File: src/rtl/round_sequencer_if.sv
// Handshake and data bundle between the normalizer/packer side and round_sequencer.
// master drives the request; slave is the rounding controller.
interface round_sequencer_if #(
  parameter int SW = 23,
  parameter int EW = 8
);
  logic          start;
  logic [1:0]    round_mode;
  logic          sign_in;
  logic [1:0]    lsbs_in;
  logic [SW-1:0] sgf_in;
  logic [EW-1:0] exp_in;
  logic          busy;
  logic          ready;
  logic [SW-1:0] sgf_out;
  logic [EW-1:0] exp_out;
  logic          sign_out;
  logic          overflow;

  modport master (
    output start, round_mode, sign_in, lsbs_in, sgf_in, exp_in,
    input  busy, ready, sgf_out, exp_out, sign_out, overflow
  );

  modport slave (
    input  start, round_mode, sign_in, lsbs_in, sgf_in, exp_in,
    output busy, ready, sgf_out, exp_out, sign_out, overflow
  );
endinterface

File: src/rtl/round_sequencer.sv
// Multi-cycle directed-rounding controller: decide, increment, renormalize, present.
// Optional OVERFLOW_SATURATE_EN: rounding overflow yields max finite instead of infinity.
module round_sequencer #(
  parameter int SW = 23,
  parameter int EW = 8
) (
  input  logic                 clk,
  input  logic                 rst,
  round_sequencer_if.slave     bus
);

  typedef enum logic [2:0] {IDLE, DECIDE, INCR, NORM, DONE} state_t;

  state_t        state, state_next;
  logic [1:0]    mode_w;
  logic          sign_w;
  logic [1:0]    lsbs_w;
  logic [SW-1:0] sgf_w, sgf_next;
  logic [EW-1:0] exp_w, exp_next, exp_inc;
  logic          ovf_w, ovf_next;
  logic [SW:0]   sum;
  logic          accept;

  logic          busy_r, ready_r, sign_r, ovf_r;
  logic [SW-1:0] sgf_r;
  logic [EW-1:0] exp_r;

  // Directed rounding only moves away from zero's side that matches the mode;
  // Inf/NaN exponents are never touched.
  function automatic logic round_up(input logic [1:0] mode, input logic sign,
                                    input logic [1:0] lsbs, input logic [EW-1:0] exp);
    logic dir;
    dir = ((mode == 2'b01) && sign) || ((mode == 2'b10) && !sign);
    return dir && (lsbs != 2'b00) && (exp != {EW{1'b1}});
  endfunction

  function automatic logic [SW:0] incr_sgf(input logic [SW-1:0] s);
    return {1'b0, s} + {{SW{1'b0}}, 1'b1};
  endfunction

  function automatic logic [EW-1:0] ovf_exp();
`ifdef OVERFLOW_SATURATE_EN
    return {{(EW-1){1'b1}}, 1'b0};
`else
    return {EW{1'b1}};
`endif
  endfunction

  function automatic logic [SW-1:0] ovf_sgf();
`ifdef OVERFLOW_SATURATE_EN
    return {SW{1'b1}};
`else
    return {SW{1'b0}};
`endif
  endfunction

  assign accept  = (state == IDLE) && bus.start;
  assign sum     = incr_sgf(sgf_w);
  assign exp_inc = exp_w + {{(EW-1){1'b0}}, 1'b1};

  always_ff @(posedge clk) begin
    if (rst) state <= IDLE;
    else     state <= state_next;
  end

  always_comb begin
    state_next = state;
    sgf_next   = sgf_w;
    exp_next   = exp_w;
    ovf_next   = ovf_w;
    case (state)
      IDLE: begin
        if (bus.start) begin
          state_next = DECIDE;
          sgf_next   = bus.sgf_in;
          exp_next   = bus.exp_in;
          ovf_next   = 1'b0;
        end
      end
      DECIDE: state_next = round_up(mode_w, sign_w, lsbs_w, exp_w) ? INCR : DONE;
      INCR: begin
        sgf_next   = sum[SW-1:0];
        state_next = sum[SW] ? NORM : DONE;
      end
      // 1.11..1 + ulp = 10.00..0: fraction clears, exponent bumps
      NORM: begin
        state_next = DONE;
        if (exp_inc == {EW{1'b1}}) begin
          ovf_next = 1'b1;
          exp_next = ovf_exp();
          sgf_next = ovf_sgf();
        end else begin
          exp_next = exp_inc;
          sgf_next = {SW{1'b0}};
        end
      end
      DONE:    state_next = IDLE;
      default: state_next = IDLE;
    endcase
  end

  always_ff @(posedge clk) begin
    sgf_w <= sgf_next;
    exp_w <= exp_next;
    if (accept) begin
      mode_w <= bus.round_mode;
      sign_w <= bus.sign_in;
      lsbs_w <= bus.lsbs_in;
    end
  end

  // Outputs load on entry to DONE so they are valid alongside the ready pulse.
  always_ff @(posedge clk) begin
    if (rst) begin
      ovf_w   <= 1'b0;
      busy_r  <= 1'b0;
      ready_r <= 1'b0;
      sign_r  <= 1'b0;
      ovf_r   <= 1'b0;
      sgf_r   <= {SW{1'b0}};
      exp_r   <= {EW{1'b0}};
    end else begin
      ovf_w   <= ovf_next;
      busy_r  <= (state_next != IDLE);
      ready_r <= (state_next == DONE);
      if (accept) ovf_r <= 1'b0;
      if (state_next == DONE) begin
        sgf_r  <= sgf_next;
        exp_r  <= exp_next;
        sign_r <= sign_w;
        ovf_r  <= ovf_next;
      end
    end
  end

  assign bus.busy     = busy_r;
  assign bus.ready    = ready_r;
  assign bus.sgf_out  = sgf_r;
  assign bus.exp_out  = exp_r;
  assign bus.sign_out = sign_r;
  assign bus.overflow = ovf_r;

endmodule

File: src/flat_wrapper.sv
// flat-port wrapper written by rule: the top's interface ports become plain ports
module round_sequencer_flat 
#(
  parameter int SW = 23,
  parameter int EW = 8
)
  (clk, rst, bus_start, bus_round_mode, bus_sign_in, bus_lsbs_in, bus_sgf_in, bus_exp_in, bus_busy, bus_ready, bus_sgf_out, bus_exp_out, bus_sign_out, bus_overflow);
  round_sequencer_if #(.SW(SW), .EW(EW)) bus_i ();
  input  logic clk;
  input  logic rst;
  input wire logic [$bits(bus_i.start)-1:0] bus_start;
  input wire logic [$bits(bus_i.round_mode)-1:0] bus_round_mode;
  input wire logic [$bits(bus_i.sign_in)-1:0] bus_sign_in;
  input wire logic [$bits(bus_i.lsbs_in)-1:0] bus_lsbs_in;
  input wire logic [$bits(bus_i.sgf_in)-1:0] bus_sgf_in;
  input wire logic [$bits(bus_i.exp_in)-1:0] bus_exp_in;
  output wire logic [$bits(bus_i.busy)-1:0] bus_busy;
  output wire logic [$bits(bus_i.ready)-1:0] bus_ready;
  output wire logic [$bits(bus_i.sgf_out)-1:0] bus_sgf_out;
  output wire logic [$bits(bus_i.exp_out)-1:0] bus_exp_out;
  output wire logic [$bits(bus_i.sign_out)-1:0] bus_sign_out;
  output wire logic [$bits(bus_i.overflow)-1:0] bus_overflow;
  assign bus_i.start = bus_start;
  assign bus_i.round_mode = bus_round_mode;
  assign bus_i.sign_in = bus_sign_in;
  assign bus_i.lsbs_in = bus_lsbs_in;
  assign bus_i.sgf_in = bus_sgf_in;
  assign bus_i.exp_in = bus_exp_in;
  assign bus_busy = bus_i.busy;
  assign bus_ready = bus_i.ready;
  assign bus_sgf_out = bus_i.sgf_out;
  assign bus_exp_out = bus_i.exp_out;
  assign bus_sign_out = bus_i.sign_out;
  assign bus_overflow = bus_i.overflow;
  round_sequencer #(.SW(SW), .EW(EW)) u_core (.clk(clk), .rst(rst), .bus(bus_i));
endmodule
File: config.mk
export PLATFORM = sky130hd
export DESIGN_NAME = round_sequencer_flat
export DESIGN_NICKNAME = d
export VERILOG_FILES = /design/src/rtl/round_sequencer_if.sv /design/src/rtl/round_sequencer.sv /design/src/flat_wrapper.sv
export SDC_FILE = /design/constraint.sdc
export NUM_CORES = 1
export LEC_CHECK = 0
export CELL_PAD_IN_SITES_DETAIL_PLACEMENT = 0
export CELL_PAD_IN_SITES_GLOBAL_PLACEMENT = 1
export CORE_ASPECT_RATIO = 1.5
export CORE_MARGIN = 2
export CORE_UTILIZATION = 39
export DETAILED_ROUTE_END_ITERATION = 6
export GPL_TIMING_DRIVEN = 0
export PLACE_DENSITY_LB_ADDON = 0.1
export REMOVE_ABC_BUFFERS = 1
export SYNTH_ARGS = -nofsm -noshare
export SYNTH_HDL_FRONTEND = slang
export SYNTH_SLANG_ARGS = --single-unit
File: constraint.sdc
create_clock -name clk -period 2.7 [get_ports clk]
set_input_delay 0.405 -clock clk [delete_from_list [all_inputs] [get_ports clk]]
set_output_delay 0.405 -clock clk [all_outputs]
set_load 0.03 [all_outputs]
[Word level (Yosys, flattened, before mapping)]
Cells that the tools add are included.
Cells by class
  bitwise operators: 0
  $lt $le $gt $ge: 0
  $mul: 0
  shift-type cells: 0
  $add $sub $neg: 2
  mux-type cells: 14
  eq/ne operators: 8
  reduce and logical (&&, ||, !) cells: 11
  divide/modulo/power cells: 0
Operators by type and width (count)
  one-hot mux 23 bit (3 select lines): 1
  adder 23 x 1 -> 24 bit, second input constant: 1
  2-to-1 mux 23 bit: 1
  2-to-1 mux 8 bit: 2
  one-hot mux 8 bit (2 select lines): 1
  one-hot mux 3 bit (4 select lines): 1
  2-to-1 mux 3 bit: 3
  adder 8 x 1 -> 8 bit, second input constant: 1
  equality test 8 bit, second input constant: 1
  inequality test 8 bit, second input constant: 1
  equality test 3 x 2 -> 1 bit, second input constant: 2
  logical AND 1 bit: 5
  2-to-1 mux 1 bit: 4
  nonzero test 2 bit: 2
  equality test 3 x 1 -> 1 bit, second input constant: 1
  equality test 3 bit, second input constant: 1
  logical NOT 3 bit: 1
  nonzero test 3 bit: 1
  equality test 2 x 1 -> 1 bit, second input constant: 1
  equality test 2 bit, second input constant: 1
  one-hot mux 1 bit (2 select lines): 1
  logical NOT 1 bit: 1
  logical OR 1 bit: 1
Storage, ports and cells
  memories kept: 0
  ROM bits: 0
  logic and storage cells: 48
  bits in registers: 75
  RAM bits: 0
  latch bits: 0

[Depth between registers and ports, before layout]
  word-level depth: 9
  mapped depth: 8

[Worst setup path after synthesis]
Ideal clock, no wire load.
  path kind: register -> register
  start: register u_core.exp_w[0]
  end: register u_core.sgf_r[7] (netlist: u_core.bus.sgf_out[7])
  setup slack: 0.649 ns
  arrival: 1.935 ns
  buffers on the path: 2
  period minus slack after synthesis: 2.051 ns
  stages on the path, launching flop included: 9
  cells stage by stage: dfxtp_1 -> ha_1 -> clkbuf_1 -> nand2_1 -> nor3_1 -> o31a_1 -> nand2_1 -> buf_2 -> o211a_1
Between the ends
  word-level cells in the longest chain between the ends: 5
RTL lines
  from (decl): line round_sequencer.sv:19  | logic [EW-1:0] exp_w, exp_next, exp_inc;
  from (signal assigned): line round_sequencer.sv:104  | exp_w <= exp_next;
  inequality test 8 bit: line round_sequencer.sv:34  | return dir && (lsbs != 2'b00) && (exp != {EW{1'b1}});
  logical AND 1 bit: line round_sequencer.sv:34
  2-to-1 mux 3 bit: line round_sequencer.sv:80  | DECIDE: state_next = round_up(mode_w, sign_w, lsbs_w, exp_w) ? INCR : DONE;
  one-hot mux 3 bit (4 select lines): line round_sequencer.sv:71  | case (state)
  equality test 3 bit: line round_sequencer.sv:127  | if (state_next == DONE) begin
  to (signal assigned): line round_sequencer.sv:120  | sgf_r <= {SW{1'b0}};
  to (signal assigned): line round_sequencer.sv:128  | sgf_r <= sgf_next;
  to (decl): line round_sequencer.sv:25  | logic [SW-1:0] sgf_r;
Every way passes these cells.
A chain may end at the register's enable or synchronous reset.

[Final worst setup path]
  start: register u_core.state[1]
  end: register u_core.sgf_r[16] (netlist: u_core.bus.sgf_out[16])
RTL lines
  from (decl): line round_sequencer.sv:14  | state_t state, state_next;
  from (signal assigned): line round_sequencer.sv:63  | else state <= state_next;
  equality test 3 x 2 -> 1 bit or logical NOT 3 bit (tied branches): line round_sequencer.sv:71
  one-hot mux 23 bit (3 select lines) *: line round_sequencer.sv:71
  via u_core.sgf_next[16]: line round_sequencer.sv:18  | logic [SW-1:0] sgf_w, sgf_next;
Mark *: on every way through the listed nets, which the timed path passes. The rest lies on a longest branch.

==> results_dict.tcl <==
set metrics [dict create \
    clkSlewWorstSetupHoldPaths_ns 0.06 \
    finalNetCount 531 \
    synth_fa_ha_area_frac 0.00990 \
    fin_crit_sh 0.942 \
    routed_wl_um 10900 \
    post-synth-top-area-cell "dfxtp_1" \
    crit_chain "or3b_2 -> or3_1 -> mux2_2 -> nand3_1 -> o211a_1" \
    hold_slack_ns 0.496 \
    peakVddDrop_mv 0.335 \
    maxCapViolCount 0 \
    ys.flop_type "dfxtp_1" \
    cts_tree "yes" \
    root_buffer "clkbuf_16" \
    synthMuxAreaShare 0.00561 \
    synth_compound_area_frac 0.288 \
    worstPathArrival_ns 2.83 \
    ys_types 59 \
    grt_pass1_vias 3520 \
    synthCells 432 \
    post-route-util 0.516 \
    final_common_cell "clkdlybuf4s50_1" \
    fmax_mhz 393 \
    ff2ff_setup_slack_ns 0.16 \
    hold_buffers 0 \
    fin_crit_ns 2.54 \
    finClkSkew_ns 0.00460 \
    slew_headroom 0.395 \
    synthXorXnorAreaFrac 0.00231 \
    cp_max_fo 27 \
    cp-startpoint "u_core.state[1]$_SDFF_PP0_" \
    syn_avg_cell_area_um2 8.77 \
    hp-class "reg -> reg" \
    cpPeakStageDelay_ns 0.78 \
    drt_drc_violations_left 0 \
    grt.overflow.total 0 \
    clock_sinks 75 \
    fill_cells 917 \
    worst_skew_pair.late_latency_ns 0.34 \
    post_dp_cell_area_um2 4610 \
    synth_area_um2 3790 \
    post-dp-hpwl_um 7750 \
    synth_top_area_frac 0.370 \
    grt_max_degree 34 \
    port_buffers 73 \
    via_count 3594 \
    start_util 0.396 \
    critical_path_class "reg -> reg" \
    endpoint_kind "flip-flop" \
    ys.warnings.count 0 \
    cts_made_buffers 9 \
    n_antenna_cell 0 \
    power.total_mw 3.38 \
    syn_to_final_growth_pct 30.5 \
    synth_seq_cells 75 \
    finalHoldViolCount 0 \
    leakage_nw 1.93 \
    power.density_nw_per_um2 683 \
    status "completed" \
    cts_resized 8 \
    ant_nets 0 \
    grt_usage 0.208 \
    post_drt_via_cell_ratio 5.90 \
    io_pins 74 \
    gp_congestion 0.808 \
    synth_top_family_by_area "compound AO/OA/AOI/OAI gates" \
    final_max_slew_viol_count 0 \
    routedWlPerCell_um 17.9 \
    cts_setup_buffers 0 \
    htree_levels 3 \
    r2r_start "u_core.state[1]$_SDFF_PP0_" \
    drive_above_1_share 0.0972 \
    post-route-cell-area_um2 4950 \
    synth_edf_count 5 \
    die_h_um 125 \
    clockBufferDepth 2 \
    min_from "u_core.bus.sign_out$_SDFFE_PP0N_" \
    antenna_found_initial 0 \
    ys_seq_area_frac 0.409 \
    layout_common_cells "72 x clkdlybuf4s50_1, 70 x dfxtp_1, 44 x nand2_1" \
    worst_slew_pin_slew_ns 0.902 \
    cp.required_ns 2.99 \
    finalSetupViolations 0 \
    place_worst_setup_slack_ns -1.19 \
    dieWidth_um 84.5 \
    cpMaxStageDelayCell "or3b_2" \
    cp-start-kind "flip-flop" \
    synthArstFlopShare 0 \
    grt_pass1_wl_um 17500 \
    rsz0062_at_grt "false" \
    synthTopCellsByArea "dfxtp_1 37%, a21oi_1 4.8%, nand2_1 4.5%" \
    num_rows 44 \
    drt_iter0_drc 201 \
    timing.final.ws_setup_ns 0.157 \
    core_um2 9580 \
    drt_first_pass_iters 4 \
    yosys.area_share.simple 0.233 \
    dieArea_um2 10500 \
]
==> worst max-delay path, delay by kind of cell (launching register included) <==
family	cells	cell delay, ns
AO/OA/AOI/OAI	1	0.17
flip-flops	1	0.71
multiplexers	1	0.27
AND/OR/NAND/NOR	3	1.35
==> final cells by class <==
cell class	instances	area [µm²]	share of cell area
timing repair buffer	78	787	0.159
sequential	75	1550	0.314
inverter	14	52.6	0.0106
clock inverter	7	91.3	0.0185
tap	115	144	0.0291
clock buffer	9	225	0.0455
multi-input combinational	311	2100	0.424
==> power breakdown <==
group          internal (mW)  switching [mW]  leakage, nW
clock                  0.807           0.474        0.156
sequential              1.25           0.169        0.628
combinational          0.299           0.379         1.14
total                   2.36            1.02         1.93
==> cell families (layout without fill, tap and decap cells) <==
group | Yosys count | count (layout)
compound gates | 145 | 145
simple gates | 160 | 160
flops | 75 | 75
buf+inv | 46 | 108
xor+xnor | 1 | 1
fa+ha+maj | 3 | 3
mux | 2 | 2
==> metrics by stage <==
| step | setup TNS, ns | cells |
|---|---|---|
| CTS | 0 | 609 |
| floorplan | -69.84 | 400 |
| detailed placement | -27.72 | 593 |
| global route | 0 | 609 |
| global placement | -249.66 | 588 |
| finish | 0 | 609 |
==> synth_stat cells, types with 4 or more instances <==
master,number
a21oi_1,36
a211oi_1,5
nand2_1,45
inv_1,13
o21ai_0,19
a311oi_2,6
nor4_1,7
nor3_1,25
buf_2,11
nand3_1,18
nand4_1,8
edfxtp_1,5
a22oi_1,8
nor3b_1,4
clkbuf_1,19
and3_1,5
dfxtp_1,70
a21o_1,14
a221o_1,11
nor2_1,19
o211a_1,14
and4_1,4
==> layer usage <==
| layer | vias up | share of wire | track usage |
|---|---|---|---|
| li1 | 1766 | - | - |
| met1 | 1722 | 0.40 | 0.236 |
| met2 | 87 | 0.53 | 0.377 |
| met3 | 19 | 0.037 | 0.0272 |
| met4 | 0 | 0.025 | 0.0999 |
| met5 | - | 0 | 0 |
==> sequential cells by signal, summed over array words and instances, names as in the netlist <==
signal,count
u_core.state,3
u_core.bus.overflow,1
u_core.lsbs_w,2
u_core.bus.sgf_out,23
u_core.bus.busy,1
u_core.bus.ready,1
u_core.mode_w,2
u_core.sgf_w,23
u_core.exp_w,8
u_core.bus.exp_out,8
u_core.sign_w,1
u_core.bus.sign_out,1
u_core.ovf_w,1
==> worst paths after layout <==
| path | to | depth (start not counted) |
|---|---|---|
| hold reg to reg | u_core.bus.sign_out$_SDFFE_PP0N_ | 2 |
| setup reg to reg | u_core.bus.sgf_out[16]$_SDFFE_PP0N_ | 5 |
| setup / recovery | u_core.bus.sgf_out[16]$_SDFFE_PP0N_ | 5 |
| hold / removal | u_core.bus.sign_out$_SDFFE_PP0N_ | 2 |
Power figures use the tool's default switching activity.
